`src/rtl/byte_sr_pkg.sv`:
```
// Shared types and constants for the byte shift-register controller.
package byte_sr_pkg;

  typedef enum logic {
    IDLE = 1'b0,
    SEND = 1'b1
  } state_e;

  localparam int WORDS_DONE_W = 16;

endpackage

```
`src/rtl/byte_sr_ctrl.sv`:
```
// byte_sr_ctrl: load/shift sequencer and handshakes for a SIZE-byte shift register.
// Optional macro BYTE_SR_CTRL_B2B_EN: accept the next word on the last byte handshake.
module byte_sr_ctrl
  import byte_sr_pkg::*;
#(
  parameter  int SIZE  = 2,
  localparam int CNT_W = $clog2(SIZE) + 1
) (
  input  logic                    clk,
  input  logic                    n_rst,
  input  logic                    word_valid,
  output logic                    word_ready,
  output logic                    byte_valid,
  input  logic                    byte_ready,
  output logic                    byte_last,
  input  logic                    flush,
  output logic                    sr_load,
  output logic                    sr_shift,
  output logic                    busy,
  output logic [WORDS_DONE_W-1:0] words_done
);

  state_e                  state_q, state_d;
  logic [CNT_W-1:0]        cnt_q, cnt_d;
  logic [WORDS_DONE_W-1:0] words_done_q, words_done_d;
  logic                    last_byte;

  assign last_byte  = (cnt_q == '0);
  assign words_done = words_done_q;

  always_ff @(posedge clk or negedge n_rst) begin
    if (!n_rst) begin
      state_q      <= IDLE;
      cnt_q        <= '0;
      words_done_q <= '0;
    end else begin
      state_q      <= state_d;
      cnt_q        <= cnt_d;
      words_done_q <= words_done_d;
    end
  end

  always_comb begin
    state_d      = state_q;
    cnt_d        = cnt_q;
    words_done_d = words_done_q;
    word_ready   = 1'b0;
    byte_valid   = 1'b0;
    byte_last    = 1'b0;
    sr_load      = 1'b0;
    sr_shift     = 1'b0;
    busy         = 1'b0;

    case (state_q)
      IDLE: begin
        word_ready = 1'b1;
        if (word_valid) begin
          sr_load = 1'b1;
          cnt_d   = CNT_W'(SIZE - 1);
          state_d = SEND;
        end
      end
      SEND: begin
        byte_valid = 1'b1;
        busy       = 1'b1;
        byte_last  = last_byte;
        if (byte_ready) begin
          if (!last_byte) begin
            sr_shift = 1'b1;
            cnt_d    = cnt_q - CNT_W'(1);
          end else begin
            words_done_d = words_done_q + WORDS_DONE_W'(1);
            state_d      = IDLE;
`ifdef BYTE_SR_CTRL_B2B_EN
            word_ready = 1'b1;
            if (word_valid) begin
              sr_load = 1'b1;
              cnt_d   = CNT_W'(SIZE - 1);
              state_d = SEND;
            end
`endif
          end
        end
      end
      default: ;
    endcase

    // Abort overrides everything decided above; the register keeps stale data.
    if (flush) begin
      state_d      = IDLE;
      cnt_d        = '0;
      words_done_d = words_done_q;
      word_ready   = 1'b0;
      sr_load      = 1'b0;
      sr_shift     = 1'b0;
    end
  end

endmodule

```
`config.mk`:
```
export PLATFORM = sky130hd
export DESIGN_NAME = byte_sr_ctrl
export DESIGN_NICKNAME = d
export VERILOG_FILES = /design/src/rtl/byte_sr_pkg.sv /design/src/rtl/byte_sr_ctrl.sv
export SDC_FILE = /design/constraint.sdc
export NUM_CORES = 1
export LEC_CHECK = 0
export BUFFER_PORTS_ARGS = -buffer_cell sky130_fd_sc_hd__buf_2
export CORE_AREA = 2 2 55 67
export CTS_BUF_LIST = sky130_fd_sc_hd__clkbuf_8 sky130_fd_sc_hd__clkbuf_16
export DETAILED_ROUTE_END_ITERATION = 16
export DIE_AREA = 0 0 57 69
export PLACE_DENSITY = 0.52
export SETUP_SLACK_MARGIN = 0.02
export SLEW_MARGIN = 15
export SYNTH_ARGS = -nofsm -noshare
export SYNTH_HDL_FRONTEND = slang
export SYNTH_SLANG_ARGS = --single-unit
```
`constraint.sdc`:
```
create_clock -name clk -period 1.72 [get_ports clk]
set_input_delay 0.516 -clock clk [delete_from_list [all_inputs] [get_ports clk]]
set_output_delay 0.516 -clock clk [all_outputs]
set_load 0.1 [all_outputs]
```
==> flow_summary.toml, run 1 <==
[detailed_routing]
routed_via_density = 4.741
wl_per_cell_um = 12.48
finalWirelength_um = 2022
drtAntennaViolNets = 0
dr.pass1.iters = 3
drc = 0
vias = 768
drtIter0Drc = 16

[synth]
syn-cell-area_um2 = 940.9
synth_xor_area_frac = 0.1569
synth-simple-area-share = 0.2221
synth-edff-count = 0
netlist_instances = 83
yosys-top-cells-area = "dfrtp_1 51%, xnor2_1 7.4%, xor2_1 6.5%"
avgSynthCellArea_um2 = 11.34
yosysUniqueCellTypes = 27
muxShareOfSynthArea = 0.02261
syn_nets = 90
ys.flop_type = "dfrtp_1"
synth_compound_area_frac = 0.02527
yosysTopAreaCell = "dfrtp_1"
synth_top_area_share = 0.5053
synth_top_family_by_area = "simple AND/OR/NAND/NOR gates"
yosysWarnings = 0
ys_seq_elements = 19
ys_seq_area_frac = 0.5053
synthAdderAreaFrac = 0.02660
synth_async_sr_flop_share = 1.000

[sta]
finClkSkew_ns = 0.005717
slew_headroom = 0.6753
finalCritPeriodShare = 1.132
worst-slew-pin-transition_ns = 0.4904
finalWorstSetupSlack_ns = -0.2272
setup_viol_count_final = 3
fmax_ghz = 0.5136
drv_slew = 0
hold_viol = 0
rsz0062_at_grt = "true"
period_minus_slack_ns = 1.947

[pwr]
power_density_mw_per_mm2 = 1003
internal_power_w = 0.0008103
ir_worst_vdd_mv = 0.7318
leakage_nw = 0.7152
clock_power_share = 0.206
p_comb_frac = 0.415
swShare = 0.4506
p_seq_frac = 0.380
power.switching_w = 0.0006645
p_total_w = 0.001475

[hold_path]
worstHoldPathType = "in2async"

[floorplan]
rows = 23
die_w_um = 57
coreArea_mm2 = 0.003281
start_util = 0.2868
die_height_um = 69
io-pin-count = 27
design.die.area_mm2 = 0.003933

[grt]
grt-ovfl-total = 0
grt_pass1_vias = 820
grt_pass1_wl_um = 3636
gr-usage-all-layers = 0.1148
antenna_found_initial = 0
grt_max_degree = 20

[status]
status = "complete, but fails checks"
violations = "negative setup slack"

[finish]
fillers = 330
area_growth_pct = 56.25
final_core_util = 0.4481
drive_above_1_share = 0.6160
final_nets = 133
antennaDiodeCount = 0
postLayoutCellArea_mm2 = 0.001470

[clock_tree]
h-tree-depth = 1
worstSkewPairLatency_ns = 0.25
cts_made_buffers = 3
cts_sinks = 19
clk_pin_slew_ns = 0.07
cts.path.max_buffers = 2
cts_tree = "done"
holdBufCountCts = 0
clockRootBuffer = "clkbuf_8"

[critical_path]
crit_chain = "inv_1 -> ha_2 -> buf_6 -> nor2b_4 -> nand2_2 -> nor2_4 -> buf_12"
critPathTopFamily = "flip-flops"
cpPeakStageDelay_ns = 0.35
cp-startpoint = "cnt_q[1]"
path_buf_inv = 3
arrival_ns = 1.43
critPathSlowestCell = "dfrtp_1"
worstPathRequired_ns = 1.20
cp_max_fo = 2
cp-end-kind = "output pin"
critical_path_class = "reg2out"
critPathLaunchType = "register"
r2r-start = "cnt_q[1]"

[run]
maxCapViolations = 0

[placement]
place_area_mm2 = 0.001331
io_buffers = 26
gp_congestion = 0.6894
hpwl_um = 1538
-- area by class of cell --
class	count	area, um^2	area share
Timing Repair Buffer	42	375.4	0.2553
Clock inverter	1	3.754	0.002553
Tap cell	37	46.29	0.03149
Inverter	2	7.507	0.005106
Clock buffer	3	41.29	0.02809
Sequential cell	19	494.2	0.3362
Multi-Input combinational cell	58	501.7	0.3413
-- cells in the mapped netlist (2+ instances only) --
cell / number
nor3_1: 2
nand2_1: 6
xnor2_1: 8
ha_1: 2
nand3_1: 4
a211oi_1: 2
and3_1: 3
buf_4: 2
and4_1: 2
nand4_1: 3
inv_1: 2
xor2_1: 7
and2_1: 3
nor2_1: 6
dfrtp_1: 19
-- routing by layer --
layer,wire [um],part of all wire,GRT usage
met5,0,0,0
met2,1038,0.51,0.1980
met4,14,0.0069,0.05426
met3,126,0.062,0.02814
met1,842,0.42,0.1294
-- power by group through the flow --
stage               registers, W  clock network (W)  logic [W]
floorplan               0.000864                  0   0.000160
global placement        0.000570                  0   0.000598
detailed placement      0.000570                  0   0.000601
CTS                     0.000561           0.000320   0.000616
global route            0.000570           0.000335   0.000637
finish                  0.000560           0.000303   0.000612
-- timing repair --
| item | CTS | global route |
|---|---|---|
| setup endpoints to repair | 5 | 13 |
| pin swaps | 8 | 1 |
| gates resized for setup | 9 | 3 |
| buffers inserted | 5 | 0 |
-- sequential cells by signal, indices dropped and copies added, names as in the netlist --
register,cells
state_q,1
cnt_q,2
words_done,16
-- worst paths after layout --
check,to,slack (ns),cells after the start
max reg2reg,words_done[14],-0.08,6
max in group asynchronous,state_q,1.18,1
min reg2reg,words_done[15],0.46,1
max,sr_shift,-0.23,7
min,words_done[8],0.19,1
min in group clk,words_done[15],0.46,1
-- logic make-up (layout without fill, tap and decap cells) --
group,after synthesis,in the layout
compound gates,3,3
xor+xnor,16,16
fa+ha+maj,2,2
buf+inv,6,48
flops,19,19
mux,2,2
simple gates,35,35
-- through the flow --
stage / setup slack [ns] / setup TNS (ns) / hold slack, ns / cells
after floorplan: -0.5493 / -1.982 / 0.2204 / 83
after global placement: -0.1193 / -0.2369 / 0.4576 / 153
after detailed placement: -0.1365 / -0.2984 / 0.4626 / 153
after CTS: -0.2254 / -0.4418 / 0.2066 / 162
after global routing: -0.3132 / -1.085 / 0.2224 / 162
final: -0.2272 / -0.4319 / 0.1942 / 162
-- cell usage in the layout, fill, tap and decap left out, types with 2 or more instances in the layout --
master / synthesis / final
and3_4: 0 / 2
buf_4: 2 / 9
nand4_1: 3 / 3
nor2_4: 0 / 2
buf_6: 1 / 6
xor2_1: 7 / 7
dfrtp_1: 19 / 6
nand2_1: 6 / 4
inv_1: 2 / 3
nand3_1: 4 / 3
dfrtp_2: 0 / 12
xnor2_1: 8 / 8
clkbuf_8: 0 / 3
nand2_2: 0 / 2
and4_1: 2 / 2
buf_2: 1 / 20
a211oi_1: 2 / 2
buf_12: 0 / 7
nor2_1: 6 / 4
Note: power is estimated with default switching activity, not from simulation.
==> run 2, diff against run 1 <==
- REMOVE_ABC_BUFFERS: default -> 1
==> flow_summary.toml, run 2 (synthesis gave the netlist of run 1 again) <==
[detailed_routing]
drc = 0
finalWirelength_um = 2004
drtIter0Drc = 11
vias = 757
routed_via_density = 4.761
dr.pass1.iters = 2
wl_per_cell_um = 12.60
drtAntennaViolNets = 0

[sta]
rsz0062_at_grt = "true"
finalCritPeriodShare = 1.082
hold_viol = 0
fmax_ghz = 0.5372
setup_viol_count_final = 4
slew_headroom = 0.6783
drv_slew = 0
period_minus_slack_ns = 1.861
worst-slew-pin-transition_ns = 0.4859
finalWorstSetupSlack_ns = -0.1415
finClkSkew_ns = 0.001694

[status]
violations = "negative setup slack"
status = "complete, but fails checks"

[critical_path]
critPathLaunchType = "register"
critical_path_class = "reg2reg"
r2r_end = "words_done[14]"
worstPathRequired_ns = 1.86
critPathTopFamily = "simple AND/OR/NAND/NOR gates"
path_buf_inv = 2
worst_r2r_path_depth = 7
cp_max_fo = 4
cpPeakStageDelay_ns = 0.51
cp-end-kind = "register"
arrival_ns = 2.00
crit_chain = "inv_2 -> ha_4 -> buf_4 -> and4b_2 -> nand3_4 -> or4b_4 -> xnor2_2"
r2r_slack_ns = -0.14
r2r-start = "cnt_q[1]"
critPathSlowestCell = "or4b_4"

[finish]
final_common_cell = "dfrtp_1"
layout_common_cells = "19 x dfrtp_1, 15 x buf_2, 12 x buf_4, 8 x xnor2_1, 8 x buf_12"
drive_above_1_share = 0.5000
final_core_util = 0.4390
antennaDiodeCount = 0
largest_register_ffs = 16
area_growth_pct = 53.06
final_nets = 130
fillers = 315

[placement]
pre_cts_ws_ns = -0.1012
hpwl_um = 1473
gp_congestion = 0.7465
io_buffers = 26

[clock_tree]
cts_tree = "done"
h-tree-depth = 1
cts_sinks = 19
cts.path.max_buffers = 2
clockRootBuffer = "clkbuf_8"
worstSkewPairLatency_ns = 0.25
clk_pin_slew_ns = 0.07
cts_made_buffers = 3
holdBufCountCts = 0

[floorplan]
start_util = 0.2868
coreArea_mm2 = 0.003281
die_w_um = 57
rows = 23
design.die.area_mm2 = 0.003933
io-pin-count = 27
die_height_um = 69

[pwr]
leakage_nw = 0.7202
p_total_w = 0.001532
ir_worst_vdd_mv = 0.7187
power_density_mw_per_mm2 = 1064

[grt]
grt-ovfl-total = 0
grt_pass1_wl_um = 3436
grtUsageMet2 = 0.1890
grt_max_degree = 20
grt_pass1_vias = 778
grt_busiest_layer = "met2"
gr-usage-all-layers = 0.1089
grtUsageMet1 = 0.1278
grtUsageMet3 = 0.02627
antenna_found_initial = 0

[run]
maxCapViolations = 0

[hold_path]
worstHoldPathType = "in2async"
[run 2: changes by cell type in the layout (fill, tap and decap cells not counted), moves of 2 or more]
cell / previous run / this run
dfrtp_1: 6 / 19
dfrtp_2: 12 / 0
buf_2: 20 / 15
buf_6: 6 / 2
buf_4: 9 / 12
clkbuf_4: 0 / 2
inv_1: 3 / 1
inv_2: 0 / 2
[run 2: through the flow]
stage               TNS [ns]  std cells  hold WS (ns)  instance area, um^2
floorplan             -27.17         79        0.2204                909.6
global route         -0.7609        159        0.2354                 1440
detailed placement   -0.3852        151        0.4703                 1274
finish               -0.3566        159        0.1967                 1440
CTS                  -0.4610        158        0.2123                 1368
global placement     -0.3392        151        0.4570                 1274
[run 2: repair_timing]
item                       in CTS  in global routing
setup buffers                   3                  1
setup endpoints to repair      10                 14
gates resized for setup        11                 14
pin swaps                       4                  7
gates cloned                    0                  0
[run 2: worst register-to-register path: cells and delay by family, from the launching register on]
family                     cells  cell delay, ns
adders and majority gates      1            0.15
buffers and inverters          2            0.18
and+or+nand+nor                3            0.89
xor gates and xnor gates       1            0.14
DFF                            1            0.39
[run 2: cell type report]
type,instances,area [um^2],area share
Timing Repair Buffer,39,362.8,0.2520
Sequential cell,19,475.5,0.3301
Clock inverter,1,3.754,0.002606
Tap cell,37,46.29,0.03215
Multi-Input combinational cell,58,503.0,0.3493
Inverter,2,7.507,0.005213
Clock buffer,3,41.29,0.02867
[run 2: layer usage]
metal	vias up	wire length [um]	part of all wire
li1	360	-	-
met1	371	854	0.43
met3	4	119	0.059
met4	0	25	0.012
met2	22	1004	0.50
met5	-	0	0
[run 2: worst max-delay path by stage]
stage	start	endpoint	slack, ns	depth (start not counted)
2_1_floorplan	state_q	sr_load	-2.48	2
3_3_place_gp	flush	words_done[14]	-0.09	5
3_5_place_dp	flush	sr_load	-0.10	5
4_1_cts	cnt_q[0]	sr_shift	-0.18	6
5_1_grt	cnt_q[1]	words_done[14]	-0.21	7
6_report	cnt_q[1]	words_done[14]	-0.14	7
[run 2: power breakdown]
part | switching (W) | total (W) | internal (W)
sequential | 0.0000711 | 0.000562 | 0.000491
combinational | 0.000466 | 0.000668 | 0.000202
clock | 0.000144 | 0.000302 | 0.000158
total | 0.000680 | 0.00153 | 0.000852
==> run 3, diff against run 2 <==
- BUFFER_PORTS_ARGS: -buffer_cell sky130_fd_sc_hd__buf_2 -> -buffer_cell sky130_fd_sc_hd__buf_4
==> flow_summary.toml, run 3 (synthesis gave the netlist of run 1 again) <==
[floorplan]
coreArea_mm2 = 0.003281
design.die.area_mm2 = 0.003933
rows = 23
die_w_um = 57
start_util = 0.2868
io-pin-count = 27
die_height_um = 69

[sta]
finClkSkew_ns = 0.004863
slew_headroom = 0.8235
rsz0062_at_grt = "true"
worst-slew-pin-transition_ns = 0.2638
hold_viol = 0
hold_slack_ns = 0.1186
finalCritPeriodShare = 1.072
finalWorstSetupSlack_ns = -0.1240
setup_viol_count_final = 3
fmax_ghz = 0.5423
drv_slew = 0
period_minus_slack_ns = 1.844

[critical_path]
arrival_ns = 1.33
cp-end-kind = "output pin"
r2r_end = "words_done[14]"
worst_r2r_path_depth = 6
cpPeakStageDelay_ns = 0.37
critical_path_class = "reg2out"
critPathLaunchType = "register"
cp_max_fo = 3
r2r-start = "cnt_q[1]"
r2r_slack_ns = -0.04
crit_chain = "inv_2 -> ha_4 -> nor2b_4 -> nand2_2 -> nor2_4 -> buf_12"
cp-startpoint = "cnt_q[0]"
worstPathRequired_ns = 1.20
critPathSlowestCell = "dfrtp_1"

[placement]
pre_cts_ws_ns = -0.1213
io_buffers = 26
gp_congestion = 0.7680
placed_cells = 151
hpwl_um = 1401

[hold_path]
worstHoldPathType = "in2async"

[finish]
antennaDiodeCount = 0
final_nets = 128
fillers = 333
final_common_cell = "buf_4"
layout_common_cells = "34 x buf_4, 19 x dfrtp_1, 8 x xnor2_1, 6 x xor2_1"
final_core_util = 0.4203
final_cells = 157
largest_register_ffs = 16
drive_above_1_share = 0.4833
area_growth_pct = 46.54

[detailed_routing]
wl_per_cell_um = 12.74
drtIter0Drc = 15
drtAntennaViolNets = 0
vias = 730
finalWirelength_um = 2000
routed_via_density = 4.650
dr.pass1.iters = 4
drc = 0

[pwr]
power_density_mw_per_mm2 = 1072
ir_worst_vdd_mv = 0.7920
leakage_nw = 0.6749

[status]
violations = "negative setup slack"
status = "complete, but fails checks"

[clock_tree]
cts_made_buffers = 3
cts_tree = "done"
cts.path.max_buffers = 2
h-tree-depth = 1
worstSkewPairLatency_ns = 0.26
cts_sinks = 19
clk_pin_slew_ns = 0.07
clockRootBuffer = "clkbuf_8"
holdBufCountCts = 0

[grt]
grt_pass1_wl_um = 3270
gr-usage-all-layers = 0.1058
antenna_found_initial = 0
grt-ovfl-total = 0
grt_pass1_vias = 730
grt_max_degree = 20

[run]
maxCapViolations = 0
-- run 3: how the worst max path moves through the flow --
stage                                 to  slack [ns]  cells after the start
after floorplan                  sr_load       -2.48                      2
after global placement    words_done[14]       -0.10                      5
after detailed placement  words_done[14]       -0.12                      5
after CTS                       sr_shift       -0.20                      6
after global routing            sr_shift       -0.20                      6
final                           sr_shift       -0.12                      6
-- run 3: per-layer routing --
metal | share of wire | wire length (um) | GRT usage
met1 | 0.42 | 839 | 0.1348
met2 | 0.49 | 976 | 0.1622
met3 | 0.072 | 144 | 0.02814
met4 | 0.020 | 40 | 0.05426
met5 | 0 | 0 | 0
-- run 3: worst max-delay path: cells and delay by family, from the launching register on --
kind	cells	cell delay, ns
fa+ha+maj	1	0.17
flops	1	0.37
simple gates	3	0.30
buf+inv	2	0.23
-- run 3: repair_timing --
action / 4_1_cts / 5_1_grt
endpoints found under the setup margin: 8 / 12
pin swaps: 3 / 1
setup buffers: 1 / 1
resized for setup: 12 / 15
cloned: 0 / 0
-- run 3: layout make-up --
type / instances / area (um^2) / share of cell area
multi-input combinational: 58 / 489.2 / 0.3548
sequential: 19 / 475.5 / 0.3448
timing repair buffer: 37 / 315.3 / 0.2287
tap: 37 / 46.29 / 0.03358
clock buffer: 3 / 41.29 / 0.02995
inverter: 2 / 7.507 / 0.005445
clock inverter: 1 / 3.754 / 0.002722
-- run 3: where the power goes --
group	switching [W]	leakage [nW]	internal [W]
sequential	0.0000624	0.258	0.000491
clock	0.000153	0.0269	0.000159
combinational	0.000458	0.390	0.000154
-- run 3: per-stage QoR --
step	cell area, um^2	setup TNS, ns	power (W)
2_1_floorplan	909.6	-27.17	0.0009978
3_3_place_gp	1219	-0.3523	0.001142
3_5_place_dp	1219	-0.4132	0.001145
4_1_cts	1310	-0.2199	0.001482
5_1_grt	1379	-0.3615	0.001545
6_report	1379	-0.1675	0.001477
